`src/rtl/load_use_stall_ctrl.sv`:
```
// load_use_stall_ctrl
// Load-use hazard controller for the five-stage pipeline. When the ID-stage
// instruction reads a register that the EX-stage load is about to write, PC and
// IF/ID are held and a bubble is pushed into ID/EX until data memory returns
// the load data. The released dependent instruction then gets a one-cycle
// MEM/WB->EX load-forward select on each operand that matched.
//
// Optional feature: define STALL_PERF_CNT_EN to add the saturating
// stall_cycles[31:0] output, which counts every cycle with pc_stall high.
module load_use_stall_ctrl #(
    parameter int REG_ADDR_W = 5,
    parameter int MAX_WAIT   = 15
) (
    input  logic                  clk,
    input  logic                  rst,
    input  logic [REG_ADDR_W-1:0] id_rs1,
    input  logic [REG_ADDR_W-1:0] id_rs2,
    input  logic                  id_use_rs1,
    input  logic                  id_use_rs2,
    input  logic [REG_ADDR_W-1:0] ex_rd,
    input  logic                  ex_mem_read,
    input  logic                  ex_reg_write,
    input  logic                  mem_ready,
    input  logic                  flush,
    output logic                  pc_stall,
    output logic                  ifid_stall,
    output logic                  idex_bubble,
    output logic                  fwd_load_a,
    output logic                  fwd_load_b,
    output logic                  timeout
`ifdef STALL_PERF_CNT_EN
    ,
    output logic [31:0]           stall_cycles
`endif
);

    localparam int CNT_W = (MAX_WAIT < 2) ? 1 : $clog2(MAX_WAIT + 1);
    // The counter holds the number of wait cycles already spent; the cycle that
    // would make it reach MAX_WAIT is the last one allowed.
    localparam logic [CNT_W-1:0] WAIT_LAST = CNT_W'(MAX_WAIT - 1);

    typedef enum logic [1:0] {
        IDLE     = 2'd0,
        WAIT_MEM = 2'd1,
        RELEASE  = 2'd2
    } state_t;

    state_t           state_q, state_d;
    logic [CNT_W-1:0] wait_cnt_q, wait_cnt_d;
    logic             hit_a_q, hit_a_d;
    logic             hit_b_q, hit_b_d;
    logic             fwd_a_q, fwd_a_d;
    logic             fwd_b_q, fwd_b_d;
    logic             timeout_q, timeout_d;
    logic             stall;
    logic             load_writes;
    logic             match_a;
    logic             match_b;
    logic             hazard;

    // Hazard detection: an EX load writing a non-zero rd that ID actually reads.
    always_comb begin
        load_writes = ex_mem_read && ex_reg_write && (ex_rd != '0);
        match_a     = id_use_rs1 && (ex_rd == id_rs1);
        match_b     = id_use_rs2 && (ex_rd == id_rs2);
        hazard      = load_writes && (match_a || match_b);
    end

    // Next-state and stall logic; flush wins over hazard and mem_ready.
    always_comb begin
        state_d    = state_q;
        wait_cnt_d = wait_cnt_q;
        hit_a_d    = hit_a_q;
        hit_b_d    = hit_b_q;
        fwd_a_d    = 1'b0;
        fwd_b_d    = 1'b0;
        timeout_d  = timeout_q;
        stall      = 1'b0;
        if (flush) begin
            state_d    = IDLE;
            wait_cnt_d = '0;
            hit_a_d    = 1'b0;
            hit_b_d    = 1'b0;
        end else begin
            case (state_q)
                IDLE, RELEASE: begin
                    if (hazard) begin
                        stall      = 1'b1;
                        hit_a_d    = match_a;
                        hit_b_d    = match_b;
                        wait_cnt_d = '0;
                        state_d    = WAIT_MEM;
                    end else begin
                        state_d = IDLE;
                    end
                end
                WAIT_MEM: begin
                    if (mem_ready) begin
                        fwd_a_d = hit_a_q;
                        fwd_b_d = hit_b_q;
                        state_d = RELEASE;
                    end else begin
                        stall = 1'b1;
                        if (wait_cnt_q == WAIT_LAST) begin
                            timeout_d  = 1'b1;
                            wait_cnt_d = '0;
                            state_d    = IDLE;
                        end else begin
                            wait_cnt_d = wait_cnt_q + CNT_W'(1);
                        end
                    end
                end
                default: begin
                    state_d = IDLE;
                end
            endcase
        end
    end

    // Stall outputs are forced low while reset is asserted so a reset in the
    // middle of a stall releases the pipeline immediately.
    always_comb begin
        pc_stall    = stall && !rst;
        ifid_stall  = stall && !rst;
        idex_bubble = stall && !rst;
        fwd_load_a  = fwd_a_q;
        fwd_load_b  = fwd_b_q;
        timeout     = timeout_q;
    end

    // State, operand-hit, forward-select and sticky timeout registers.
    always_ff @(posedge clk or posedge rst) begin
        if (rst) begin
            state_q    <= IDLE;
            wait_cnt_q <= '0;
            hit_a_q    <= 1'b0;
            hit_b_q    <= 1'b0;
            fwd_a_q    <= 1'b0;
            fwd_b_q    <= 1'b0;
            timeout_q  <= 1'b0;
        end else begin
            state_q    <= state_d;
            wait_cnt_q <= wait_cnt_d;
            hit_a_q    <= hit_a_d;
            hit_b_q    <= hit_b_d;
            fwd_a_q    <= fwd_a_d;
            fwd_b_q    <= fwd_b_d;
            timeout_q  <= timeout_d;
        end
    end

`ifdef STALL_PERF_CNT_EN
    logic [31:0] stall_cycles_q, stall_cycles_d;

    // Saturating count of cycles in which the PC was held.
    always_comb begin
        stall_cycles_d = stall_cycles_q;
        if (pc_stall && (stall_cycles_q != 32'hFFFF_FFFF)) begin
            stall_cycles_d = stall_cycles_q + 32'd1;
        end
    end

    // Performance counter register, cleared only by reset.
    always_ff @(posedge clk or posedge rst) begin
        if (rst) begin
            stall_cycles_q <= '0;
        end else begin
            stall_cycles_q <= stall_cycles_d;
        end
    end

    assign stall_cycles = stall_cycles_q;
`endif

endmodule

```
`config.mk`:
```
export PLATFORM = sky130hd
export DESIGN_NAME = load_use_stall_ctrl
export DESIGN_NICKNAME = d
export VERILOG_FILES = /design/src/rtl/load_use_stall_ctrl.sv
export SDC_FILE = /design/constraint.sdc
export NUM_CORES = 1
export LEC_CHECK = 0
export CELL_PAD_IN_SITES_DETAIL_PLACEMENT = 1
export CELL_PAD_IN_SITES_GLOBAL_PLACEMENT = 1
export CORE_MARGIN = 2
export CORE_UTILIZATION = 30
export DETAILED_ROUTE_END_ITERATION = 16
export GPL_TIMING_DRIVEN = 0
export PLACE_DENSITY = 0.89
export SYNTH_ARGS = -nofsm -noshare
export SYNTH_HDL_FRONTEND = slang
export SYNTH_SLANG_ARGS = --single-unit
```
`constraint.sdc`:
```
create_clock -name clk -period 2.52 [get_ports clk]
set_input_delay 0.504 -clock clk [delete_from_list [all_inputs] [get_ports clk]]
set_output_delay 0.504 -clock clk [all_outputs]
set_load 0.02 [all_outputs]
```
==> metrics, run 1 <==
status=finished with violations; failing checks=negative setup slack; synth top area cells=dfrtp_1 40%, xor2_1 10%, nand2_1 4.3%; mux cell area share after synthesis=0%; Sequential Power Share=between 40% and 50%; Routed Antenna Nets=0; FF+latch count, synth=11; Worst Clk Skew=0.00148 ns; Most used DFF post-synth=dfrtp_1; Worst EP required=2.02 ns; Pins Over Slew Limit=0; global-route wire length before repair=3330 µm; Die ar.=0.00271 mm²; Clk network pwr share=between 30% and 40%; worst slack at placement=-0.945 ns; Crit path depth=8; leakage=0.503 nW; post-synth top area cell=dfrtp_1; Net count, final=143; Rel. slew slack=72.3%; delay-heaviest family, CP=simple AND/OR/NAND/NOR gates; CTS Root Cell=clkbuf_4; internal power=0.282 mW; DR vias/cell=between 5 and 6; Syn Nets=100; Placeable Area=0.00219 mm²; Final GP Congestion=0.878; Seq/Total Area, Yosys=39.7%; Async SR Flop Fraction=between 90% and 100%; NetSw=0.0989 mW; critical path arrival=2.05 ns; Longest Clk Path Bufs=2; Pwr Density=between 300 and 400 mW/mm²; DR pass1 iterations=4; CP endpoint kind=output pin; critical-path maximum fanout=3; fmax=0.391 GHz; setup tns final=-0.0712 ns; Fin. Hold Viols=0; final core utilization=between 50% and 60%; Simple-Gate Fraction of Synth Area=22.7%; hold_ws=0.479 ns; vias in the first global route=735; Worst setup SP type=primary input; DR vias=between 700 and 800; Synth Cell Area=693 µm²; hpwl dp=1630 µm; xor/xnor share of the synthesized area=12.6%; Clock Latency Late Sink=0.27 ns; Max-Cap Viols=0; Total Wirelength=2270 µm; Crit-path slowest cell=nor4_2; largest net degree at the start of global routing=12; final clock period utilization by the worst path=102%; largest family of logic cells by synthesized area=simple AND/OR/NAND/NOR gates; Synth cell types=26; diodes inserted=0; share of cells above drive strength 1=a little under a third; Syn. warnings=0; Largest stage delay, worst path=0.37 ns; iteration-0 DRC count of the detailed router=13; hold path depth=1; Hold Crit Class=flop to flop; P&R area growth vs syn=61.2%; grt ovf=0; FP Rows=17; logic gate share of total power=21.2%; CTS H-tree depth=1; post-synthesis adder-cell area fraction=3.61%; cts bufs inserted=3; Final WS setup=-0.0382 ns; unrepaired setup endpoints after global routing=true; # IOs=29; Bufs and invs on worst path=3; initial antenna violation count=0; Sink Count=11; Post-synth EDFFs=0; PortBufs=28; switch share=roughly 26%; compound-gate portion of the synthesized area=roughly 17%; FILL cells=256; die height=approximately 52 µm; Initial Util=31.6%; worst-path cell chain=clkbuf_2, xor2_1, nor4_2, and3_4, o21ai_4, a211oi_2, buf_4, buf_6; CTS tree=done; top cell type's share of synthesized area=about two fifths; Post-Syn Instances=75; Die Wd=52.1 µm; synthesized area per cell=roughly 9.2 µm²; Worst-Margin Slew=0.415 ns; Reg2Reg Depth=6; DRC Markers=0; Max rail drop VDD=approximately 0.16 mV; Setup-failing EPs final=2; Clock transition at path regs=around 0.07 ns; post-layout min period=2.56 ns; CP Class=primary input to output pin; wire per inst=15.7 µm; total track usage=between 15 and 20%
-- per-layer routing --
metal / vias up / GRT usage, % / part of all wire (%) / wire (µm)
met3: 5 / 2.87 / 6.7 / 152
met2: 39 / 30.2 / 53 / 1210
met4: 0 / 10.5 / 2.5 / 57
met1: 349 / 18.8 / 37 / 850
li1: 346 / - / - / -
met5: - / 0 / 0 / 0
-- cell usage after synthesis (3+ instances only) --
library cell and n:
xor2_1 8, o21ai_0 3, nand3_1 3, nor2_1 4, dfrtp_1 11, and3_1 4
nand2_1 8, inv_1 4, a21oi_1 4, nor3_1 3
-- metrics by stage --
step           area [µm²]  power [mW]  std cells
6_report             1120       0.381        145
5_1_grt              1120       0.401        145
4_1_cts              1040       0.372        139
3_5_place_dp         1010       0.253        131
3_3_place_gp         1010       0.251        131
2_1_floorplan         693       0.205         75
-- final timing paths --
path                                 start       endpoint  slack (ns)
worst max-delay path              ex_rd[3]     ifid_stall       -0.04
min in group asynchronous              rst        hit_b_q        0.58
worst max register to register  state_q[0]  wait_cnt_q[1]        0.99
worst min register to register     timeout        timeout        0.48
max in group asynchronous              rst  wait_cnt_q[2]        1.65
worst min-delay path               timeout        timeout        0.48
-- placed cells by master (no fill, tap or decap), types with 2 or more instances in the layout --
master            n
a21oi_1           4
inv_1             4
nand2_1           8
clkbuf_2          4
a31o_1            2
clkdlybuf4s15_1   3
clkbuf_4          3
nor4_2            2
nor2_1            4
nor3_1            3
buf_2             4
dfrtp_1          11
nand4_1           2
o21ai_0           3
o22ai_1           2
clkdlybuf4s50_1  12
ha_1              2
xor2_1            6
and3_4            2
xor2_2            2
nand3_1           3
buf_4            12
buf_6             3
and3_1            2
-- final cells by class --
type,count,area (µm²),share of cell area [%]
multi-input cells,58,428,38.3
plain buffers,2,15.0,1.34
inverters,4,15.0,1.34
clock buffers,4,26.3,2.35
repair buffers,38,323,28.9
well taps,28,35.0,3.14
flip-flops and latches,11,275,24.6
-- flip-flops by register name (all words and copies together), names as in the netlist --
signal      flops
timeout         1
state_q         2
fwd_load_a      1
hit_b_q         1
hit_a_q         1
wait_cnt_q      4
fwd_load_b      1
-- what timing repair did --
item                       4_1_cts  5_1_grt
setup endpoints to repair        3        3
gates resized for setup         48       18
buffers inserted                 4        6
hold buffers                     0        0
pin swaps                        9        9
-- power by group through the flow --
stage               registers (mW)  logic (mW)  clock network, mW
CTS                          0.177      0.0694              0.126
global placement             0.181      0.0701                  0
global route                 0.177      0.0864              0.137
floorplan                    0.180      0.0249                  0
detailed placement           0.181      0.0728                  0
finish                       0.177      0.0808              0.123
-- cells by family (layout without fill, tap and decap cells) --
logic type | after synthesis | in the layout
and+or+nand+nor | 29 | 29
AOI/OAI and AO/OA | 17 | 17
DFF | 11 | 11
xor gates and xnor gates | 10 | 10
buffers and inverters | 6 | 48
adders and majority gates | 2 | 2
(Power assumes the default switching activity.)
==> run 2, diff against run 1 <==
CTS_BUF_LIST = sky130_fd_sc_hd__clkbuf_4 sky130_fd_sc_hd__clkbuf_8 sky130_fd_sc_hd__clkbuf_16   (was unset)
==> run 2 against run 1 <==
The run still ends with negative setup slack left. Non-clock buffer count shrank 2. Hold slack better by 0.0011 ns. Maximum frequency increased by 0.62%. Count of clock-buffer cells in the layout is the same. Via count fell by 1.9%. Sequential power about the same. Sequential share of layout area rose by 0.19 points. Critical path type unchanged. Largest cell class unchanged. Highest routed layer unchanged.
==> metrics, run 2 (synthesis gave the netlist of run 1 again) <==
status=finished with violations; failing checks=negative setup slack; Worst EP required=2.02 ns; P&R area growth vs syn=59.9%; grt ovf=0; fmax=0.393 GHz; vias in the first global route=around 740; Worst Clk Skew=0.00422 ns; share of cells above drive strength 1=between 30 and 40%; largest reg by FF count=wait_cnt_q; max reg flops=4; CTS H-tree depth=1; DR vias/cell=5.07; post-layout min period=approximately 2.5 ns; Pwr Density=355 mW/mm²; setup tns final=-0.0386 ns; Multi-input gate area=430 µm²; commonest non-fill, non-tap cells in the layout=12 x clkdlybuf4s50_1, 11 x buf_4, 11 x dfrtp_1, 8 x nand2_1, 6 x xor2_1; Initial Util=31.6%; Placed Cells=131; # IOs=29; Final WS setup=-0.0226 ns; Clock transition at path regs=0.07 ns; Routed Antenna Nets=0; critical path arrival=2.04 ns; Clock Latency Late Sink=0.28 ns; CTS Root Cell=clkbuf_4; FF+latch area=275 µm²; die height=52.1 µm; worst slack at placement=-0.945 ns; CP Class=primary input to output pin; Total Wirelength=2270 µm; wire per inst=15.8 µm; Placeable Area=0.00219 mm²; Hold Crit Class=flop to flop; Net count, final=141; overall power=0.394 mW; post-route insts no fill=roughly 140; Rel. slew slack=72.3%; Max rail drop VDD=0.161 mV; final clock period utilization by the worst path=101%; most common cell after layout, fill and taps aside=clkdlybuf4s50_1; Final GP Congestion=0.878; largest net degree at the start of global routing=12; registers with the most flip-flops=wait_cnt_q: 4 flops, state_q: 2 flops; Post-DP Area=0.00101 mm²; Die Wd=approximately 52 µm; global-route wire length before repair=~3300 µm; final core utilization=between 50% and 60%; FP Rows=17; diodes inserted=0; Worst setup SP type=primary input; Pins Over Slew Limit=0; Setup-failing EPs final=2; CP endpoint kind=output pin; cts bufs inserted=3; hpwl dp=~1600 µm; DR vias=725; FILL cells=255; DRC Markers=0; initial antenna violation count=0; critical-path maximum fanout=3; Die ar.=0.00271 mm²; hold_ws=just under 0.5 ns; Worst-Margin Slew=0.415 ns; total track usage=17.3%; unrepaired setup endpoints after global routing=true; CTS tree=done; Sink Count=11; Longest Clk Path Bufs=2; leakage=0.501 nW; DR pass1 iterations=4; PortBufs=28; Max-Cap Viols=0; Fin. Hold Viols=0; iteration-0 DRC count of the detailed router=6; cell area after layout=0.00111 mm²
-- run 2: cell types whose count changed in the layout (fill, tap and decap cells not counted), sizes merged --
cell,before,now
buf,20,18
clkbuf,8,9
dlygate4sd2,1,2
clkdlybuf4s15,3,1
-- run 2: area by class of cell --
cell class	count	area share (%)
plain buffers	2	1.35
repair buffers	36	27.8
well taps	28	3.16
multi-input cells	58	38.8
inverters	4	1.35
clock buffers	4	2.71
flip-flops and latches	11	24.8
-- run 2: worst max-delay path: stages --
cell	delay [ns]
buf_8	0.10
xor2_2	0.16
nor4_2	0.35
and3_1	0.28
o21ai_4	0.08
a211oi_4	0.29
buf_4	0.15
buf_6	0.11
-- run 2: worst paths after layout --
| path | from | endpoint | slack (ns) | depth (start not counted) |
|---|---|---|---|---|
| max in group asynchronous | rst | state_q[0] | 1.63 | 2 |
| min in group asynchronous | rst | wait_cnt_q[3] | 0.60 | 2 |
| min reg2reg | timeout | timeout | 0.48 | 1 |
| max | ex_rd[2] | ifid_stall | -0.02 | 8 |
| max reg2reg | state_q[0] | wait_cnt_q[1] | 1.06 | 5 |
| min | timeout | timeout | 0.48 | 1 |
-- run 2: power by group --
part	switching, mW	internal (mW)	leakage (nW)
Combinational	0.0370	0.0428	0.329
Clock	0.0647	0.0723	0.0184
Sequential	0.000336	0.177	0.154
-- run 2: repair_timing --
item                       in CTS  in global routing
cloned                          0                  0
hold buffers                    0                  0
pin swaps                       9                 10
buffers inserted                4                  4
hold endpoints to repair        0                  0
setup endpoints to repair       3                  3
gates resized for setup        48                 20
-- run 2: metal layers --
layer | track usage [%] | up-vias | part of all wire [%]
li1 | - | 340 | -
met5 | 0 | - | 0
met2 | 32.1 | 33 | 56
met1 | 18.3 | 347 | 37
met4 | 10.5 | 0 | 2.1
met3 | 2.01 | 5 | 5.1
==> run 3, diff against run 2 <==
--- a/config.mk
+++ b/config.mk
@@ -14,3 +14,3 @@
 export GPL_TIMING_DRIVEN = 0
-export PLACE_DENSITY = 0.89
+export PLACE_DENSITY = 0.77
 export SYNTH_ARGS = -nofsm -noshare
==> constraint.sdc (replaced) <==
create_clock -name clk -period 2.52 [get_ports clk]
set_input_delay 0.63 -clock clk [delete_from_list [all_inputs] [get_ports clk]]
set_output_delay 0.63 -clock clk [all_outputs]
set_load 0.02 [all_outputs]
==> run 3 against run 2 <==
The flow still finishes with violations (negative setup slack). First-iteration DRC count increased to 3.0 times the previous value. Clock power increased by 3%. Sequential share of layout area decreased by 2.3 points. Global-route usage increased by 1.6 points. Worst setup slack got worse by 0.18 ns. Sequential cell count unchanged.
==> metrics, run 3 (synthesis gave the netlist of run 1 again) <==
Crit-path slowest cell=nor4_4; Max rail drop VDD=around 0.34 mV; Die ar.=approximately 0.0027 mm²; total track usage=between 10% and 20%; CTS H-tree depth=1; Worst Hold Endpoint=timeout; grt ovf=0; Fin. Hold Viols=0; CTS Root Cell=clkbuf_4; RR Endpoint=wait_cnt_q[3]; Hold Crit Class=flop to flop; Final WS setup=-0.202 ns; iteration-0 DRC count of the detailed router=18; failing checks=negative setup slack; Reg2Reg Depth=7; setup tns final=-0.584 ns; Sink Count=11; Max-Cap Viols=0; CTS hold repair buffers=0; FF-to-FF Start=wait_cnt_q[0]; Net count, final=148; final core utilization=55.9%; # IOs=29; Largest stage delay, worst path=between 0.3 and 0.4 ns; DR vias=776; min-delay src=timeout; Clock transition at path regs=~0.08 ns; Pwr Density=about 350 mW/mm²; largest reg by FF count=wait_cnt_q; Setup-failing EPs final=3; DR vias/cell=5.17; cell area after layout=0.00122 mm²; Pins Over Slew Limit=0; critical path arrival=2.09 ns; Die Wd=52.1 µm; commonest non-fill, non-tap cells in the layout=15 x buf_4, 11 x dfrtp_1, 11 x clkdlybuf4s50_1, 8 x nand2_1, 7 x buf_2; Clock Latency Late Sink=around 0.28 ns; hold path depth=1; Worst setup SP type=primary input; post-layout min period=2.72 ns; post-route insts no fill=150; Worst-Margin Slew=~0.47 ns; FP Rows=17; PortBufs=28; Post-DP Area=0.00102 mm²; Longest Clk Path Bufs=2; Worst Clk Skew=0.00724 ns; FILL cells=257; Initial Util=31.6%; DRC Markers=0; die height=about 52 µm; critical-path maximum fanout=3; Worst EP required=1.89 ns; fmax=0.367 GHz; CP endpoint kind=output pin; worst-path cell chain=buf_6, xor2_2, nor4_4, and3_4, o21ai_4, a211oi_4, buf_6, buf_6; largest net degree at the start of global routing=12; worst slack at placement=-1.12 ns; R2R Setup Slk=1.00 ns; max reg flops=4; status=finished with violations; leakage=0.559 nW; Placeable Area=~0.0022 mm²; initial antenna violation count=0; Placed Cells=~130; global-route wire length before repair=approximately 3700 µm; CTS tree=done; Rel. slew slack=68.7%; DR pass1 iterations=4; vias in the first global route=814; final clock period utilization by the worst path=108%; cts bufs inserted=3; unrepaired setup endpoints after global routing=true; wire per inst=16.9 µm; Total Wirelength=roughly 2500 µm; CP Class=primary input to output pin; hpwl dp=1440 µm; Routed Antenna Nets=0; most common cell after layout, fill and taps aside=buf_4; Final GP Congestion=0.738; share of cells above drive strength 1=39.3%; P&R area growth vs syn=76.5%; registers with the most flip-flops=wait_cnt_q: 4 flops, state_q: 2 flops; cell repeated most along the worst path=buf_6; diodes inserted=0
-- run 3: per-layer routing --
metal / GRT usage (%) / wire [µm] / part of all wire [%]
met5: 0 / 0 / 0
met3: 1.44 / 138 / 5.4
met4: 9.65 / 60 / 2.4
met1: 22.5 / 957 / 38
met2: 33.5 / 1380 / 54
-- run 3: worst max-delay path by stage --
stage | to | cells after the start | startpoint | slack, ns
floorplan | ifid_stall | 6 | ex_rd[3] | -0.04
global placement | pc_stall | 8 | ex_rd[3] | -1.08
detailed placement | pc_stall | 8 | ex_rd[3] | -1.12
CTS | pc_stall | 8 | id_rs2[2] | -0.23
global route | pc_stall | 8 | ex_rd[3] | -0.28
finish | pc_stall | 8 | id_rs2[2] | -0.20
-- run 3: cell type report --
cell class | instances | area [µm²] | share of cell area, %
inverters | 4 | 15.0 | 1.23
plain buffers | 2 | 22.5 | 1.84
flip-flops and latches | 11 | 275 | 22.5
clock buffers | 4 | 30.0 | 2.45
well taps | 28 | 35.0 | 2.86
repair buffers | 43 | 359 | 29.3
multi-input cells | 58 | 487 | 39.8
-- run 3: where the power goes --
part | leakage, nW | switching [mW] | internal [mW] | total, mW
sequential | 0.154 | 0.000319 | 0.177 | 0.177
clock | 0.0184 | 0.0692 | 0.0722 | 0.141
combinational | 0.387 | 0.0502 | 0.0555 | 0.106
-- run 3: critical path, delay by kind of cell --
kind                      cells  cell delay [ns]
and+or+nand+nor               2             0.61
xor gates and xnor gates      1             0.18
AOI/OAI and AO/OA             2             0.33
buffers and inverters         3             0.33
-- run 3: stage by stage --
step | power, mW | hold WS, ns
2_1_floorplan | 0.206 | 0.482
3_3_place_gp | 0.252 | 0.451
3_5_place_dp | 0.254 | 0.467
4_1_cts | 0.403 | 0.488
5_1_grt | 0.441 | 0.523
6_report | 0.424 | 0.485
-- run 3: timing repair --
action / in CTS / in global routing
setup buffers: 13 / 2
setup endpoints to repair: 3 / 3
pin swaps: 14 / 10
resized for setup: 61 / 16
